### config.mk
export PLATFORM = sky130hd
export DESIGN_NAME = neuron_mac_acc_flat
export DESIGN_NICKNAME = d
export VERILOG_FILES = /design/src/rtl/nn_pkg.sv /design/src/rtl/neuron_mac_acc_if.sv /design/src/rtl/mult_8x12.sv /design/src/rtl/neuron_mac_acc.sv /design/src/flat_wrapper.sv
export SDC_FILE = /design/constraint.sdc
export NUM_CORES = 1
export LEC_CHECK = 0
export CORE_ASPECT_RATIO = 1.2
export CORE_MARGIN = 8
export CORE_UTILIZATION = 63
export CTS_CLUSTER_DIAMETER = 30
export DETAILED_ROUTE_END_ITERATION = 12
export PLACE_DENSITY = 0.85
export SKIP_LAST_GASP = 1
export SLEW_MARGIN = 30
export SYNTH_ARGS = -nofsm -noshare
export SYNTH_HDL_FRONTEND = slang
export SYNTH_HIERARCHICAL = 1
export SYNTH_SLANG_ARGS = --single-unit
### constraint.sdc
create_clock -name clk -period 4.7 [get_ports clk]
set_input_delay 1.175 -clock clk [delete_from_list [all_inputs] [get_ports clk]]
set_output_delay 1.175 -clock clk [all_outputs]
set_load 0.1 [all_outputs]
### src/rtl/nn_pkg.sv
// Shared widths, state encoding and arithmetic types
// for the neuron multiply-accumulate front end.
package nn_pkg;

  localparam int X_W          = 8;
  localparam int W_W          = 12;
  localparam int PROD_W       = X_W + W_W;
  localparam int ACC_W        = 22;
  localparam int N_INPUTS_DEF = 784;

  typedef logic signed [X_W-1:0]    x_t;
  typedef logic signed [W_W-1:0]    w_t;
  typedef logic signed [PROD_W-1:0] prod_t;
  typedef logic signed [ACC_W-1:0]  acc_t;

  typedef enum logic [1:0] {
    IDLE  = 2'd0,
    ACCUM = 2'd1,
    DRAIN = 2'd2,
    DONE  = 2'd3
  } state_t;

endpackage

### src/rtl/neuron_mac_acc_if.sv
// Control, input-pair and result bundle between
// the neuron MAC and its producer/consumer.
interface neuron_mac_acc_if;
  import nn_pkg::*;

  logic start;
  acc_t bias;
  logic in_valid;
  logic in_ready;
  x_t   x;
  w_t   w;
  logic out_valid;
  logic out_ready;
  acc_t out_acc;
  acc_t out_relu;
  logic out_ovf;
  logic busy;

  modport master (
    output start, bias, in_valid, x, w, out_ready,
    input  in_ready, out_valid, out_acc, out_relu,
    input  out_ovf, busy
  );

  modport slave (
    input  start, bias, in_valid, x, w, out_ready,
    output in_ready, out_valid, out_acc, out_relu,
    output out_ovf, busy
  );

endinterface

### src/rtl/mult_8x12.sv
// Pipeline stage 1: registered exact signed
// activation x weight product with a valid bit.
module mult_8x12
  import nn_pkg::*;
(
  input  logic  clk,
  input  logic  rst_n,
  input  logic  en,
  input  x_t    x,
  input  w_t    w,
  output prod_t prod_q,
  output logic  vld_q
);

  prod_t prod_d;
  logic  vld_d;

  // Capture a new product only on an accepted pair
  always_comb begin
    prod_d = prod_q;
    vld_d  = en;
    if (en) begin
      prod_d = prod_t'(x) * prod_t'(w);
    end
  end

  // Product and valid registers
  always_ff @(posedge clk or negedge rst_n) begin
    if (!rst_n) begin
      prod_q <= '0;
      vld_q  <= 1'b0;
    end else begin
      prod_q <= prod_d;
      vld_q  <= vld_d;
    end
  end

endmodule

### src/rtl/neuron_mac_acc.sv
// Bias-seeded streaming MAC for one neuron: multiply,
// wrap-accumulate, then present sum, ReLU and overflow.
module neuron_mac_acc
  import nn_pkg::*;
#(
  parameter int N_INPUTS = N_INPUTS_DEF,
  parameter int CNT_W    = 10
) (
  input logic             clk,
  input logic             rst_n,
  neuron_mac_acc_if.slave bus
);

  localparam logic [CNT_W-1:0] N_LAST = CNT_W'(N_INPUTS);

  state_t           state_q, state_d;
  acc_t             acc_q, acc_d;
  logic [CNT_W-1:0] cnt_q, cnt_d;
  logic             ovf_q, ovf_d;
  acc_t             out_acc_q, out_acc_d;
  acc_t             out_relu_q, out_relu_d;
  logic             out_ovf_q, out_ovf_d;
  logic             out_valid_q, out_valid_d;

  logic  in_ready;
  logic  hs;
  prod_t prod_q;
  logic  prod_vld;
  acc_t  prod_ext;
  acc_t  sum;
  logic  step_ovf;

  assign in_ready = (state_q == ACCUM) && (cnt_q < N_LAST);
  assign hs       = in_ready && bus.in_valid;

  mult_8x12 u_mult (
    .clk    (clk),
    .rst_n  (rst_n),
    .en     (hs),
    .x      (bus.x),
    .w      (bus.w),
    .prod_q (prod_q),
    .vld_q  (prod_vld)
  );

  assign prod_ext = acc_t'(prod_q);
  assign sum      = acc_q + prod_ext;
  // Same operand signs but a flipped result sign
  assign step_ovf = (acc_q[ACC_W-1] == prod_ext[ACC_W-1]) &&
                    (sum[ACC_W-1] != acc_q[ACC_W-1]);

  // Next state, accumulate stage and result capture
  always_comb begin
    state_d     = state_q;
    acc_d       = acc_q;
    cnt_d       = cnt_q;
    ovf_d       = ovf_q;
    out_acc_d   = out_acc_q;
    out_relu_d  = out_relu_q;
    out_ovf_d   = out_ovf_q;
    out_valid_d = out_valid_q;

    if (prod_vld) begin
      acc_d = sum;
      if (step_ovf) begin
        ovf_d = 1'b1;
      end
    end

    unique case (state_q)
      IDLE: begin
        if (bus.start) begin
          acc_d   = bus.bias;
          cnt_d   = '0;
          ovf_d   = 1'b0;
          state_d = ACCUM;
        end
      end
      ACCUM: begin
        if (hs) begin
          cnt_d = cnt_q + CNT_W'(1);
        end
        if (cnt_q == N_LAST) begin
          state_d = DRAIN;
        end
      end
      DRAIN: begin
        out_acc_d   = acc_d;
        out_relu_d  = acc_d[ACC_W-1] ? '0 : acc_d;
        out_ovf_d   = ovf_d;
        out_valid_d = 1'b1;
        state_d     = DONE;
      end
      DONE: begin
        if (bus.out_ready) begin
          out_valid_d = 1'b0;
          state_d     = IDLE;
        end
      end
      default: state_d = IDLE;
    endcase
  end

  // State and datapath registers
  always_ff @(posedge clk or negedge rst_n) begin
    if (!rst_n) begin
      state_q     <= IDLE;
      acc_q       <= '0;
      cnt_q       <= '0;
      ovf_q       <= 1'b0;
      out_acc_q   <= '0;
      out_relu_q  <= '0;
      out_ovf_q   <= 1'b0;
      out_valid_q <= 1'b0;
    end else begin
      state_q     <= state_d;
      acc_q       <= acc_d;
      cnt_q       <= cnt_d;
      ovf_q       <= ovf_d;
      out_acc_q   <= out_acc_d;
      out_relu_q  <= out_relu_d;
      out_ovf_q   <= out_ovf_d;
      out_valid_q <= out_valid_d;
    end
  end

  assign bus.in_ready  = in_ready;
  assign bus.out_valid = out_valid_q;
  assign bus.out_acc   = out_acc_q;
  assign bus.out_relu  = out_relu_q;
  assign bus.out_ovf   = out_ovf_q;
  assign bus.busy      = (state_q != IDLE);

endmodule

### src/flat_wrapper.sv
// flat-port wrapper written by rule: the top's interface ports become plain ports
module neuron_mac_acc_flat import nn_pkg::*;
#(
  parameter int N_INPUTS = N_INPUTS_DEF,
  parameter int CNT_W    = 10
)
  (clk, rst_n, bus_start, bus_bias, bus_in_valid, bus_x, bus_w, bus_out_ready, bus_in_ready, bus_out_valid, bus_out_acc, bus_out_relu, bus_out_ovf, bus_busy);
  neuron_mac_acc_if bus_i ();
  input logic clk;
  input logic rst_n;
  input wire logic [$bits(bus_i.start)-1:0] bus_start;
  input wire logic [$bits(bus_i.bias)-1:0] bus_bias;
  input wire logic [$bits(bus_i.in_valid)-1:0] bus_in_valid;
  input wire logic [$bits(bus_i.x)-1:0] bus_x;
  input wire logic [$bits(bus_i.w)-1:0] bus_w;
  input wire logic [$bits(bus_i.out_ready)-1:0] bus_out_ready;
  output wire logic [$bits(bus_i.in_ready)-1:0] bus_in_ready;
  output wire logic [$bits(bus_i.out_valid)-1:0] bus_out_valid;
  output wire logic [$bits(bus_i.out_acc)-1:0] bus_out_acc;
  output wire logic [$bits(bus_i.out_relu)-1:0] bus_out_relu;
  output wire logic [$bits(bus_i.out_ovf)-1:0] bus_out_ovf;
  output wire logic [$bits(bus_i.busy)-1:0] bus_busy;
  assign bus_i.start = bus_start;
  assign bus_i.bias = bus_bias;
  assign bus_i.in_valid = bus_in_valid;
  assign bus_i.x = bus_x;
  assign bus_i.w = bus_w;
  assign bus_i.out_ready = bus_out_ready;
  assign bus_in_ready = bus_i.in_ready;
  assign bus_out_valid = bus_i.out_valid;
  assign bus_out_acc = bus_i.out_acc;
  assign bus_out_relu = bus_i.out_relu;
  assign bus_out_ovf = bus_i.out_ovf;
  assign bus_busy = bus_i.busy;
  neuron_mac_acc #(.N_INPUTS(N_INPUTS), .CNT_W(CNT_W)) u_core (.clk(clk), .rst_n(rst_n), .bus(bus_i));
endmodule
==> metrics, run 1 <==
Total Power 7.53 mW; ys flop type dfrtp_1; Core ar. 0.0138 mm^2; Initial Utilization 0.643; Leak 5.37 nW; TritonCTS Buffers 9; slowest stage delay, CP 0.58 ns; initial antenna violation count 0; Total GRT Usage 0.245; Slew HR 0.335; Critical Path End Type flop; drt first pass iters 5; most used cell along the critical path fa_1; sequential area share after synthesis 0.286; full die area 0.0181 mm^2; vias in the first global route 7925; syn avg cell area 9.24 um^2; # diodes 0; Tmin final 4.90 ns; Clock Sinks 101; DP Wirelength 16800 um; IO Port Bufs 93; Nets 1318; multi-input combinational cell area 0.00621 mm^2; DR vias/cell 5.90; synth top area cells dfrtp_1 (29%), fa_1 (18%), ha_1 (9.2%); Sw Pwr 3.46 mW; Slowest-stage cell, CP fa_2; Int Pwr 4.07 mW; worst-path maximum fanout 5; Fill cells 800; Req. time, crit path 4.92 ns; Final period util 1.04; critical path startpoint category primary input; Seq pwr share 0.166; commonest non-fill, non-tap cell in the layout inv_1; #FFs+latches synth 101; crit-path cells buf_6, buf_6, and2_4, fa_2, inv_2, fa_1, inv_1, fa_1, inv_1, fa_1, inv_2, ha_4, a21o_1, a31o_4, o211ai_4, o21ai_1, a221o_1; CTS max path bufs 2; share of layout cells above drive strength 1 0.224; hold slack 0.486 ns; YS warnings 6; H-tree depth 3; failing checks setup timing; pin count of the biggest net entering global routing 73; sw frac 0.460; Worst Path Class, Setup in -> reg; Mapped Area 0.00885 mm^2; drt initial violations 597; R2R Setup Slk 1.40 ns; post-synth top area share 0.286; Post-DRT Antenna Nets 0; Achievable Freq 204 MHz; placed cells 1259; register area 0.00253 mm^2; Critical Path AT 5.13 ns; setup ws final -0.203 ns; combinational fraction of design power 0.739; grt ovf 0; peak supply drop 468 uV; detailed-route wire length per cell 18.4 um; clk root buf clkbuf_16; Layout Utilization 0.832; Slew Limit Fails 0; Yosys cell types 67; Die Y 146 um; Area Overhead vs Synth 29.3%; HP Class reg -> reg; post-route insts no fill 1302; Clock power frac 0.095; residual DRC count 0; Setup Skew 0.0100 ns; Die X 124 um; Cell Pwr Density 658 mW/mm^2; I/O Pins 95; CTS Hold Buffers Added 0; total routed wirelength 23900 um; CTS tree yes; Max Cap Viol 0; clock-pin slew on the worst setup and hold paths 0.07 ns; Setup violations, final 10; largest area contributor in the netlist dfrtp_1; measured slew at the worst slew-check pin 0.994 ns; Hold Violations, Final 0; async set-or-reset flop fraction in the synthesized netlist 1.00; Clock Latency Late Sink 0.35 ns; most frequent cells in the layout inv_1 (113), dfrtp_1 (101), buf_4 (80); via count 7687; Post-synth EDFFs 0; # rows 47; gp weighted congestion 0.873; syn_nets 1150; Syn Inst Count 958; RSZ-0062 raised after global routing true; first-pass GRT wire length 37400 um; status finished, violations left
final timing paths:
path                                    startpoint                        to  depth (start not counted)
setup / recovery                          bus_x[2]  u_core/u_mult/prod_q[19]                         17
hold / removal              u_core/bus.out_relu[9]    u_core/bus.out_relu[9]                          2
setup reg to reg           u_core/u_mult/prod_q[0]    u_core/bus.out_acc[20]                         10
hold reg to reg             u_core/bus.out_relu[9]    u_core/bus.out_relu[9]                          2
max in group asynchronous                    rst_n  u_core/u_mult/prod_q[19]                          2
min in group asynchronous                    rst_n           u_core/cnt_q[6]                          1
cells in the mapped netlist (3+ instances only):
| master | instances |
|---|---|
| nor2b_1 | 4 |
| fa_1 | 80 |
| a211o_1 | 3 |
| o211ai_1 | 3 |
| clkbuf_1 | 23 |
| o21bai_1 | 3 |
| o21a_1 | 7 |
| xor2_1 | 6 |
| buf_1 | 6 |
| xnor2_1 | 26 |
| a21o_1 | 15 |
| a21oi_1 | 80 |
| a2111o_1 | 4 |
| mux2_2 | 11 |
| mux2i_1 | 17 |
| o2bb2ai_1 | 6 |
| a221oi_1 | 3 |
| o21ai_0 | 28 |
| nand2_1 | 72 |
| o31ai_1 | 13 |
| a211oi_1 | 5 |
| nand3_1 | 14 |
| o2111ai_1 | 3 |
| a221o_1 | 3 |
| nor3_1 | 13 |
| inv_1 | 133 |
| ha_1 | 65 |
| nand4_1 | 6 |
| dfrtp_1 | 101 |
| nand2b_1 | 7 |
| nor2_1 | 86 |
| and2_1 | 58 |
| or3_1 | 5 |
| a31oi_1 | 6 |
final cells by class:
cell class	instances	share of cell area
clock inverter	7	0.00612
sequential	101	0.221
tap	171	0.0187
inverter	134	0.0448
timing repair buffer	190	0.147
clock buffer	9	0.0197
multi-input combinational	690	0.542
power by group through the flow:
stage	clock (mW)	sequential (mW)	combinational, mW
finish	0.714	1.25	5.57
global route	0.766	1.28	6.03
CTS	0.732	1.25	5.14
detailed placement	0	1.26	4.86
global placement	0	1.26	4.66
floorplan	0	1.21	3.65
logic make-up after synthesis:
logic type | after synthesis | synth area share
xor+xnor | 32 | 0.0317
mux | 28 | 0.0332
other cells | 1 | 0.000424
simple gates | 275 | 0.147
buf+inv | 167 | 0.0720
flops | 101 | 0.286
fa+ha+maj | 145 | 0.273
compound gates | 209 | 0.157
sequential cells by signal, summed over array words and instances (netlist names):
register,cells
u_core/state_q,2
u_core/bus.out_ovf,1
u_core/cnt_q,10
u_core/u_mult/prod_q,20
u_core/bus.out_relu,21
u_core/ovf_q,1
u_core/u_mult/vld_q,1
u_core/bus.out_valid,1
u_core/bus.out_acc,22
u_core/acc_q,22
what timing repair did:
action | CTS | global route
setup buffers | 16 | 8
resized for setup | 134 | 45
gates cloned | 4 | 0
setup endpoints to repair | 12 | 11
pin swaps | 53 | 45
through the flow:
| step | setup TNS (ns) | setup slack, ns | area (um^2) |
|---|---|---|---|
| 2_1_floorplan | -0.515 | -0.147 | 9220 |
| 5_1_grt | -2.06 | -0.300 | 11400 |
| 6_report | -1.33 | -0.203 | 11400 |
| 3_3_place_gp | -8.08 | -0.781 | 10700 |
| 4_1_cts | -0.573 | -0.124 | 11300 |
| 3_5_place_dp | -9.71 | -0.905 | 10700 |
worst max-delay path: cells and delay by family:
kind | cells | cell delay, ns
AOI/OAI and AO/OA | 5 | 1.21
adders and majority gates | 5 | 2.20
and+or+nand+nor | 1 | 0.14
buffers and inverters | 6 | 0.41
routing by layer:
| layer | up-vias | wire, um | global-route usage |
|---|---|---|---|
| li1 | 3529 | - | - |
| met1 | 3805 | 9550 | 0.278 |
| met2 | 272 | 12200 | 0.440 |
| met3 | 81 | 1050 | 0.0445 |
| met4 | 0 | 1140 | 0.107 |
| met5 | - | 0 | 0 |
Power figures use the tool's default switching activity.
==> run 2, diff against run 1 <==
Settings changed: CORE_MARGIN 8 to 2, SLEW_MARGIN 30 to 0.
==> metrics, run 2 (same netlist as run 1, synthesis figures left out) <==
failing checks setup timing; setup ws final -0.116 ns; Req. time, crit path 4.93 ns; grt ovf 0; residual DRC count 0; # rows 47; full die area 0.0150 mm^2; crit-path cells buf_8, buf_8, and2_4, fa_2, inv_2, fa_1, inv_1, fa_1, inv_1, fa_2, inv_2, ha_4, a21o_1, a31o_4, o211ai_4, o21ai_2, a221o_1; Slew Limit Fails 0; Setup violations, final 9; Initial Utilization 0.643; IO Port Bufs 93; Tmin final 4.82 ns; Buf/Inv on CP 6; CTS max path bufs 2; slowest stage delay, CP 0.56 ns; Total Power 7.44 mW; Total GRT Usage 0.289; Achievable Freq 208 MHz; Die Y 134 um; Post-DRT Antenna Nets 0; I/O Pins 95; Slew HR 0.321; Clock Sinks 101; pin count of the biggest net entering global routing 84; status finished, violations left; DP Wirelength 15700 um; gp weighted congestion 0.873; Max Cap Viol 0; worst-path maximum fanout 6; CTS Hold Buffers Added 0; Slowest-stage cell, CP fa_2; Area Overhead vs Synth 28.7%; critical path startpoint category primary input; most frequent cells in the layout inv_1 (106), dfrtp_1 (101), buf_4 (77), nor2_1 (77), a21oi_1 (74); Nets 1312; drt first pass iters 5; Die X 112 um; Leak 5.32 nW; commonest non-fill, non-tap cell in the layout inv_1; drt initial violations 659; clk root buf clkbuf_16; Cell Pwr Density 653 mW/mm^2; Critical Path End Type flop; share of layout cells above drive strength 1 0.228; delay-heaviest family, CP adder cells; Critical Path AT 5.05 ns; peak supply drop 391 uV; Hold Violations, Final 0; Worst Path Class, Setup in -> reg; # diodes 0; measured slew at the worst slew-check pin 1.02 ns; H-tree depth 3; via count 7635; TritonCTS Buffers 9; first-pass GRT wire length 35600 um; detailed-route wire length per cell 17.7 um; vias in the first global route 7585; Place WS -0.895 ns; Core ar. 0.0138 mm^2; initial antenna violation count 0; Setup Skew 0.0105 ns; hold slack 0.485 ns; Final period util 1.02; HP Class reg -> reg; CTS tree yes; total routed wirelength 23000 um; DR vias/cell 5.89; Clock Latency Late Sink 0.35 ns; RSZ-0062 raised after global routing true; clock-pin slew on the worst setup and hold paths 0.07 ns
-- run 2: cell types whose count changed in the layout (fill, tap and decap cells not counted), sizes merged --
cell           change
clkinvlp           -2
clkinv             +2
buf               -10
clkbuf             +3
clkdlybuf4s15      +1
-- run 2: area by class of cell --
type / instances / area (um^2)
clock buffer: 9 / 225
clock inverter: 7 / 68.8
fill: 788 / 2370
inverter: 134 / 510
multi-input combinational: 690 / 6190
sequential: 101 / 2530
tap: 171 / 214
timing repair buffer: 184 / 1650
-- run 2: power by group --
part	leakage (nW)	total [mW]	switching, mW	internal [mW]
Combinational	3.88	5.46	2.88	2.59
Sequential	1.30	1.25	0.166	1.09
Clock	0.143	0.727	0.354	0.373
-- run 2: per-stage QoR --
step	instances	TNS (ns)	cell area [um^2]	utilization
floorplan	958	-0.515	9220	-
global placement	1256	-8.20	10700	0.774
detailed placement	1256	-9.83	10700	0.774
CTS	1294	-0.822	11200	0.815
global route	1296	-1.97	11400	0.828
finish	1296	-0.755	11400	0.828
-- run 2: repair_timing --
action	4_1_cts	5_1_grt
pin swaps	55	62
endpoints found under the setup margin	12	11
cloned	1	0
gates resized for setup	127	59
buffers inserted	21	3
-- run 2: routing by layer --
metal / GRT usage / vias up / routed length, um
met4: 0.0989 / 0 / 730
met2: 0.512 / 290 / 12000
li1: - / 3523 / -
met5: 0 / - / 0
met3: 0.0271 / 60 / 997
met1: 0.375 / 3762 / 9190
-- run 2: worst paths after layout --
kind	startpoint	end	slack (ns)	cells past startpoint
min in group asynchronous	rst_n	u_core/bus.out_relu[2]	1.00	1
hold reg to reg	u_core/bus.out_relu[11]	u_core/bus.out_relu[11]	0.48	1
setup / recovery	bus_x[2]	u_core/u_mult/prod_q[19]	-0.12	17
hold / removal	u_core/bus.out_relu[11]	u_core/bus.out_relu[11]	0.48	1
setup reg to reg	u_core/acc_q[0]	u_core/bus.out_relu[20]	1.36	10
max in group asynchronous	rst_n	u_core/acc_q[3]	2.83	2
==> run 3, diff against run 2 <==
Settings changed: CAP_MARGIN from default to 40, SYNTH_HIERARCHICAL 1 to default.
==> metrics, run 3 <==
#FFs+latches synth 101; HP Start u_core.bus.out_acc[18]; setup TNS -1.74 ns; Final period util 1.08; Hold Violations, Final 0; # rows 47; H-tree depth 3; commonest non-fill, non-tap cell in the layout inv_1; synth top area cells dfrtp_1 (29%), fa_1 (18%), ha_1 (9.1%); ys flop type dfrtp_1; total routed wirelength 29400 um; Worst Path Class, Setup in -> reg; Yosys cell types 66; largest area contributor in the netlist dfrtp_1; Fill cells 685; CTS Hold Buffers Added 0; RSZ-0062 raised after global routing true; Req. time, crit path 4.93 ns; crit-path cells buf_6, buf_4, and2_1, fa_1, fa_1, fa_1, inv_2, fa_1, inv_2, ha_4, a211oi_2, o211ai_1, a41o_1, nand4_1, nand4b_1, a21oi_2, xor2_1, o21ai_1; Reg-to-Reg Start u_core.u_mult.prod_q[0]; most numerous cell in the Yosys netlist inv_1; Post-synth EDFFs 0; Total GRT Usage 0.401; slowest stage delay, CP 0.51 ns; most used cell along the critical path fa_1; setup ws final -0.386 ns; Die X 112 um; most frequent cells in the layout inv_1 (124), dfrtp_1 (101), fa_1 (76); syn_nets 1146; gp weighted congestion 0.903; Clock Latency Late Sink 0.36 ns; critical path startpoint category primary input; grt ovf 0; async set-or-reset flop fraction in the synthesized netlist 1.00; Achievable Freq 197 MHz; Core ar. 0.0138 mm^2; Area Overhead vs Synth 33.6%; Slew HR 0.458; via count 8227; DR vias/cell 6.20; failing checks setup timing; share of layout cells above drive strength 1 0.220; Post-DRT Antenna Nets 0; status finished, violations left; Nets 1342; Mapped Area 0.00882 mm^2; sequential area share after synthesis 0.286; detailed-route wire length per cell 22.2 um; drt first pass iters 5; Slew Limit Fails 0; Syn Inst Count 955; residual DRC count 0; DP Wirelength 20200 um; TritonCTS Buffers 9; CTS max path bufs 2; pin count of the biggest net entering global routing 69; initial antenna violation count 2; full die area 0.0150 mm^2; Critical Path End Type flop; Slowest-stage cell, CP fa_1; Setup violations, final 7; measured slew at the worst slew-check pin 0.790 ns; drt initial violations 953; Initial Utilization 0.641; Clock Sinks 101; post-synth top area share 0.286; vias in the first global route 8702; delay-heaviest family, CP adder cells; Hold EP u_core.bus.out_acc[18]; Max Cap Viol 0; syn avg cell area 9.24 um^2; reg2reg path depth 10; Buf/Inv on CP 4; IO Port Bufs 93; HP Class reg -> reg; Setup Skew 0.0111 ns; R2R Setup Slk 1.11 ns; CTS tree yes; clock-pin slew on the worst setup and hold paths 0.07 ns; Tmin final 5.09 ns; first-pass GRT wire length 46200 um; Die Y 134 um; top post-synthesis cells by count inv_1 (136), dfrtp_1 (101), fa_1 (80); RR Endpoint u_core.bus.out_relu[20]; YS warnings 0; Critical Path AT 5.31 ns; worst-path maximum fanout 5; clk root buf clkbuf_16; I/O Pins 95; Hold Crit Depth 1
==> run 3: repair_timing <==
item | CTS | global route
buffers inserted | 8 | 6
pin swaps | 31 | 46
cloned | 3 | 0
gates resized for setup | 85 | 69
setup endpoints to repair | 12 | 8
hold endpoints to repair | 0 | 0
==> run 3: cell type report <==
cell class | instances | area (um^2) | area share
repair buffers | 218 | 2270 | 0.193
clock inverters | 4 | 25.0 | 0.00212
flip-flops and latches | 101 | 2530 | 0.214
diodes | 2 | 5.00 | 0.000425
inverters | 138 | 526 | 0.0446
clock buffers | 11 | 243 | 0.0206
multi-input cells | 683 | 5970 | 0.507
well taps | 171 | 214 | 0.0182
==> run 3: per-layer routing <==
metal,global-route usage,routed length (um),up-vias
met2,0.676,14800,517
met3,0.121,2480,182
li1,-,-,3541
met1,0.432,9640,3987
met5,0.0233,0,-
met4,0.274,2490,0
==> run 3: through the flow <==
stage / hold WS [ns] / setup slack, ns / cell area (um^2) / utilization / std cells
after floorplan: 0.452 / -0.179 / 9060 / - / 955
after CTS: 0.482 / -0.288 / 11600 / 0.846 / 1317
after detailed placement: 0.467 / -1.03 / 11200 / 0.817 / 1291
final: 0.480 / -0.386 / 11800 / 0.856 / 1328
after global routing: 0.519 / -0.502 / 11800 / 0.856 / 1326
after global placement: 0.465 / -0.894 / 10400 / 0.757 / 1241
==> run 3: worst max path at each step <==
stage / from / to / slack [ns] / cells after the start
3_5_place_dp: bus_x[4] / u_core.u_mult.prod_q[17] / -1.03 / 19
4_1_cts: bus_x[3] / u_core.u_mult.prod_q[17] / -0.29 / 19
6_report: bus_x[3] / u_core.u_mult.prod_q[17] / -0.39 / 18
2_1_floorplan: bus_x[2] / u_core.u_mult.prod_q[17] / -0.18 / 17
5_1_grt: bus_x[3] / u_core.u_mult.prod_q[17] / -0.50 / 18
3_3_place_gp: bus_x[4] / u_core.u_mult.prod_q[19] / -0.89 / 19
==> run 3: worst reg2reg max path: stages (launching register included) <==
cell and delay [ns]:
dfrtp_1 0.39, ha_1 0.26, fa_1 0.46, a211oi_2 0.33, o21ai_1 0.16, a221o_1 0.40, a211oi_4 0.36, nand4_1 0.15
o21ai_0 0.19, o21ai_0 0.18, o2bb2ai_1 0.55
==> run 3: kinds of logic after synthesis <==
kind of cell / Yosys count / share of synthesized area
xor+xnor: 37 / 0.0367
flops: 101 / 0.286
other cells: 1 / 0.000425
fa+ha+maj: 144 / 0.272
mux: 21 / 0.0251
buf+inv: 171 / 0.0735
compound gates: 198 / 0.147
simple gates: 282 / 0.159
Power of run 3 is not shown: default switching activity piles up to over one toggle a cycle in this logic, so the estimate is an artifact.
